**config.mk**
```make
export PLATFORM = sky130hd
export DESIGN_NAME = multiword_addsub_sequencer
export DESIGN_NICKNAME = d
export VERILOG_FILES = /design/src/rtl/multiword_addsub_sequencer.sv
export SDC_FILE = /design/constraint.sdc
export NUM_CORES = 1
export LEC_CHECK = 0
export ABC_AREA = 1
export BUFFER_PORTS_ARGS = -buffer_cell sky130_fd_sc_hd__buf_4
export CORE_MARGIN = 2
export CORE_UTILIZATION = 45
export CTS_BUF_LIST = sky130_fd_sc_hd__clkbuf_4
export CTS_CLUSTER_DIAMETER = 150
export DETAILED_ROUTE_END_ITERATION = 8
export GPL_TIMING_DRIVEN = 0
export PLACE_DENSITY = 0.73
export SLEW_MARGIN = 30
export SYNTH_ARGS = -nofsm -noshare
export SYNTH_HDL_FRONTEND = slang
export SYNTH_SLANG_ARGS = --single-unit
```
**constraint.sdc**
```tcl
create_clock -name clk -period 5.65 [get_ports clk]
set_clock_uncertainty 0.2 [all_clocks]
set_input_delay 0.565 -clock clk [delete_from_list [all_inputs] [get_ports clk]]
set_output_delay 0.565 -clock clk [all_outputs]
set_load 0.02 [all_outputs]
```
**src/rtl/multiword_addsub_sequencer.sv**
```systemverilog
// Multi-word add/subtract: one DATA_WIDTH-bit ripple slice reused over NUM_WORDS cycles.
// Optional ADDSEQ_BACK_TO_BACK_EN lets a new operation be accepted on the result handoff edge.
module multiword_addsub_sequencer #(
  parameter int unsigned DATA_WIDTH = 16,
  parameter int unsigned NUM_WORDS  = 4
) (
  input  logic                            clk,
  input  logic                            rst_n,
  input  logic                            start_valid,
  output logic                            start_ready,
  input  logic                            op_sub,
  input  logic [DATA_WIDTH*NUM_WORDS-1:0] A,
  input  logic [DATA_WIDTH*NUM_WORDS-1:0] B,
  output logic                            done_valid,
  input  logic                            done_ready,
  output logic [DATA_WIDTH*NUM_WORDS-1:0] S,
  output logic                            CF,
  output logic                            OF
);

  localparam int unsigned W  = DATA_WIDTH * NUM_WORDS;
  localparam int unsigned IW = (NUM_WORDS > 1) ? $clog2(NUM_WORDS) : 1;
  localparam logic [IW-1:0] LAST_IDX = IW'(NUM_WORDS - 1);

  localparam logic [1:0] ST_IDLE = 2'd0;
  localparam logic [1:0] ST_RUN  = 2'd1;
  localparam logic [1:0] ST_DONE = 2'd2;

  logic [1:0]            state_q, state_d;
  logic                  idle_q, done_q;
  logic [IW-1:0]         idx_q;
  logic                  carry_q;
  logic [W-1:0]          opa_q, opb_q;
  logic [DATA_WIDTH-1:0] a_w, b_w, lo_sum, sum_w;
  logic [1:0]            top_sum;
  logic                  cout_w, of_w, last_w, start_fire;

  assign done_valid = done_q;
`ifdef ADDSEQ_BACK_TO_BACK_EN
  assign start_ready = idle_q | (done_q & done_ready);
`else
  assign start_ready = idle_q;
`endif
  assign start_fire = start_valid & start_ready;
  assign last_w     = (idx_q == LAST_IDX);

  // Shared adder slice; carry into the MSB is split out so OF can be formed.
  always_comb begin
    a_w     = opa_q[idx_q*DATA_WIDTH +: DATA_WIDTH];
    b_w     = opb_q[idx_q*DATA_WIDTH +: DATA_WIDTH];
    lo_sum  = {1'b0, a_w[DATA_WIDTH-2:0]} + {1'b0, b_w[DATA_WIDTH-2:0]}
            + DATA_WIDTH'(carry_q);
    top_sum = 2'(a_w[DATA_WIDTH-1]) + 2'(b_w[DATA_WIDTH-1]) + 2'(lo_sum[DATA_WIDTH-1]);
    sum_w   = {top_sum[0], lo_sum[DATA_WIDTH-2:0]};
    cout_w  = top_sum[1];
    of_w    = lo_sum[DATA_WIDTH-1] ^ top_sum[1];
  end

  // Next-state logic.
  always_comb begin
    state_d = state_q;
    case (state_q)
      ST_IDLE: if (start_valid) state_d = ST_RUN;
      ST_RUN:  if (last_w) state_d = ST_DONE;
      ST_DONE: begin
        if (done_ready) begin
`ifdef ADDSEQ_BACK_TO_BACK_EN
          state_d = start_valid ? ST_RUN : ST_IDLE;
`else
          state_d = ST_IDLE;
`endif
        end
      end
      default: state_d = ST_IDLE;
    endcase
  end

  // State register with registered handshake flags decoded from the next state.
  always_ff @(posedge clk) begin
    if (!rst_n) begin
      state_q <= ST_IDLE;
      idle_q  <= 1'b1;
      done_q  <= 1'b0;
    end else begin
      state_q <= state_d;
      idle_q  <= (state_d == ST_IDLE);
      done_q  <= (state_d == ST_DONE);
    end
  end

  // Operand capture and word-serial result accumulation.
  always_ff @(posedge clk) begin
    if (!rst_n) begin
      opa_q   <= '0;
      opb_q   <= '0;
      carry_q <= 1'b0;
      idx_q   <= '0;
      S       <= '0;
      CF      <= 1'b0;
      OF      <= 1'b0;
    end else if (start_fire) begin
      opa_q   <= A;
      opb_q   <= B ^ {W{op_sub}};
      carry_q <= op_sub;
      idx_q   <= '0;
    end else if (state_q == ST_RUN) begin
      S[idx_q*DATA_WIDTH +: DATA_WIDTH] <= sum_w;
      carry_q <= cout_w;
      idx_q   <= last_w ? '0 : idx_q + IW'(1);
      if (last_w) begin
        CF <= cout_w;
        OF <= of_w;
      end
    end
  end

endmodule

```
==> flow_metrics.env <==
export IMPL_cts_buffers_inserted=50
export IMPL_hold_viol=0
export IMPL_synth_compound_area_share_pct=20.6
export IMPL_period_share_pct=79.0
export IMPL_min_from="B[4]"
export IMPL_port_buffers=199
export IMPL_grt_max_degree=14
export IMPL_outcome="complete, no violations"
export IMPL_io_pin_count=201
export IMPL_synthArstFlopShare_pct=0
export IMPL_design_area_um2=12600
export IMPL_period_minus_slack_ps=4460
export IMPL_areaGrowthSynthToFinish_pct=34.7
export IMPL_ctsResizeCount=0
export IMPL_synth_main_ff_cell="dfxtp_1"
export IMPL_total_leakage_power_nw=5.37
export IMPL_synthTopCellsByArea="dfxtp_1 43%, o21ai_0 10%, nor2_1 8.7%, a21oi_1 7.5%, nand2_1 7.3%"
export IMPL_final_fill_count=1885
export IMPL_wl_per_cell_um=17.4
export IMPL_initial_core_util_pct=46.1
export IMPL_vias_per_cell=5.26
export IMPL_overflow=0
export IMPL_worst_slack_ps=1190
export IMPL_grt_usage_pct=29.4
export IMPL_synthSimpleGateAreaFrac_pct=20.6
export IMPL_crit_start="idx_q[0]"
export IMPL_dp_slack_ps=1230
export IMPL_antenna_found_initial=1
export IMPL_die_h_um=148
export IMPL_setup_viol=0
export IMPL_clk_latency_ps=670
export IMPL_synth_fa_ha_area_share_pct=3.32
export IMPL_synth_common_cells="217 x nor2_1, 201 x dfxtp_1, 192 x o21ai_0"
export IMPL_fin_nets=1757
export IMPL_max_clock_freq_ghz=0.224
export IMPL_routed_wl_um=33100
export IMPL_syn_inst=1269
export IMPL_cp_start_kind="flip-flop"
export IMPL_hold_class="primary input to flip-flop"
export IMPL_postPlaceCellArea_um2=11200
export IMPL_path_max_fanout=10
export IMPL_netlist_area_leader_share_pct=43.0
export IMPL_synth_edff_count=0
export IMPL_end_kind="flip-flop"
export IMPL_drc=0
export IMPL_synth_top_area_cell="dfxtp_1"
export IMPL_ys_seq_area_share_pct=43.0
export IMPL_cts_tree="yes"
export IMPL_synth_xor_area_share_pct=6.65
export IMPL_die_w_um=148
export IMPL_synth_nets=1425
export IMPL_worstSetupPathType="flip-flop to flip-flop"
export IMPL_drive_above_1_share_pct=18.6
export IMPL_synthMuxAreaShare_pct=0
export IMPL_detail_route_antenna_nets=0
export IMPL_clock_sinks=201
export IMPL_die_area_um2=22000
export IMPL_power_density_nw_per_um2=285
export IMPL_r2r_cells=16
export IMPL_num_vias=10000
export IMPL_firstDrtPassIters=5
export IMPL_drt_initial_drc_count=806
export IMPL_ir_worst_vdd_uv=147
export IMPL_synth_distinct_cells=35
export IMPL_rsz0062_at_grt="no"
export IMPL_maxCapViolCount=0
export IMPL_slew_headroom_pct=44.6
export IMPL_cp_data_arrival_time_ps=4850
export IMPL_grt_pass1_wl_um=50200
export IMPL_syn_area_per_cell_um2=7.37
export IMPL_cts_htree_levels=2
export IMPL_ys_ff_latch=201
export IMPL_tightest_slew_ps=832
export IMPL_yosysMostFrequentCell="nor2_1"
export IMPL_routabilityCongestion=0.967
export IMPL_core_area_um2=20300
export IMPL_synth_top_family_by_area="simple AND/OR/NAND/NOR gates"
export IMPL_synth_warnings=0
export IMPL_min_path_cells=3
export IMPL_r2r_start="idx_q[0]"
export IMPL_slew_viol_final=0
export IMPL_clockBufferDepth=3
export IMPL_row_count=52
export IMPL_crit_required_ps=6040
export IMPL_clkTransAtPathRegs_ps=60
export IMPL_synthesis_area_um2=9350
export IMPL_tns_ps=0
export IMPL_grt_pass1_vias=9584
export IMPL_place_hpwl_um=24700
export IMPL_cts_root_buf="clkbuf_4"
==> sequential cells by signal, indices dropped and copies added, names as in the netlist <==
name	flops
idx_q	2
CF	1
opb_q	64
S	64
done_valid	1
OF	1
start_ready	1
state_q	2
opa_q	64
carry_q	1
==> cells in the final DEF (no fill, tap or decap), types with 4 or more instances in the layout <==
master	instances
nor3_1	4
buf_4	202
buf_1	10
dfxtp_1	201
inv_1	46
nand4_1	14
nand3_1	33
ha_1	20
nor2_1	217
clkbuf_1	67
a21oi_1	140
clkbuf_4	76
nand2_1	181
o22ai_1	31
inv_2	4
clkinv_1	5
buf_2	8
xnor2_1	66
dlygate4sd3_1	81
xor2_1	5
o21ai_0	192
==> final cells by class <==
| cell class | instances | area, um2 | share of cell area, % |
|---|---|---|---|
| plain buffers | 89 | 363 | 2.88 |
| flip-flops and latches | 201 | 4020 | 31.9 |
| well taps | 270 | 338 | 2.68 |
| repair buffers | 280 | 2300 | 18.3 |
| diodes | 1 | 2.50 | 0.0199 |
| multi-input cells | 929 | 4780 | 37.9 |
| inverters | 50 | 188 | 1.49 |
| clock inverters | 6 | 26.3 | 0.209 |
| clock buffers | 76 | 571 | 4.53 |
==> critical path, cell delays in order (launching register included) <==
cell and delay [ps]:
dfxtp_1 720, buf_2 350, buf_1 410, nor2_1 160, o22ai_1 300, ha_1 360
nand2_1 110, inv_1 60, nand2_1 60, nand2_1 70, nand2_1 80, nand3_1 130
a21oi_1 280, fa_1 510, nor3_1 330, nand2_1 110, a21oi_1 130
==> worst paths after layout <==
path | to | slack [ps]
worst max-delay path | S[31] | 1190
worst min-delay path | opb_q[4] | 10
worst max register to register | S[31] | 1190
worst min register to register | S[38] | 270
==> stage by stage <==
| step | util [%] | cells | hold slack, ps | power (mW) |
|---|---|---|---|---|
| after CTS | 62.0 | 1901 | 0.896 | 3.58 |
| after detailed placement | 55.1 | 1738 | 257 | 2.37 |
| after global placement | 55.1 | 1738 | 256 | 2.37 |
| after floorplan | - | 1269 | 250 | 2.06 |
| final | 62.1 | 1902 | 11.0 | 3.59 |
| after global routing | 62.1 | 1902 | 13.0 | 3.75 |
==> logic make-up after synthesis <==
| kind of cell | after synthesis |
|---|---|
| adder cells (fa/ha/maj) | 23 |
| AO/OA/AOI/OAI | 371 |
| flip-flops | 201 |
| AND/OR/NAND/NOR | 464 |
| buffers and inverters | 139 |
| XOR/XNOR | 71 |
==> report_power, final <==
group	leakage [nW]	switching (mW)	internal, mW
clock	0.360	0.574	0.604
combinational	3.36	0.513	0.319
sequential	1.65	0.0685	1.51
==> layer usage <==
layer  up-vias  global-route usage, %  routed length (um)
li1       4917                      -                   -
met1      4520                   36.4               13500
met2       455                   50.7               15700
met3       111                   5.58                2530
met4         0                   11.3                1290
met5         -                      0                   0
==> what timing repair did <==
item | in CTS | in global routing
hold endpoints to repair | 82 | 0
setup buffers | 0 | 0
hold buffers | 81 | 0
(Power assumes the default switching activity.)
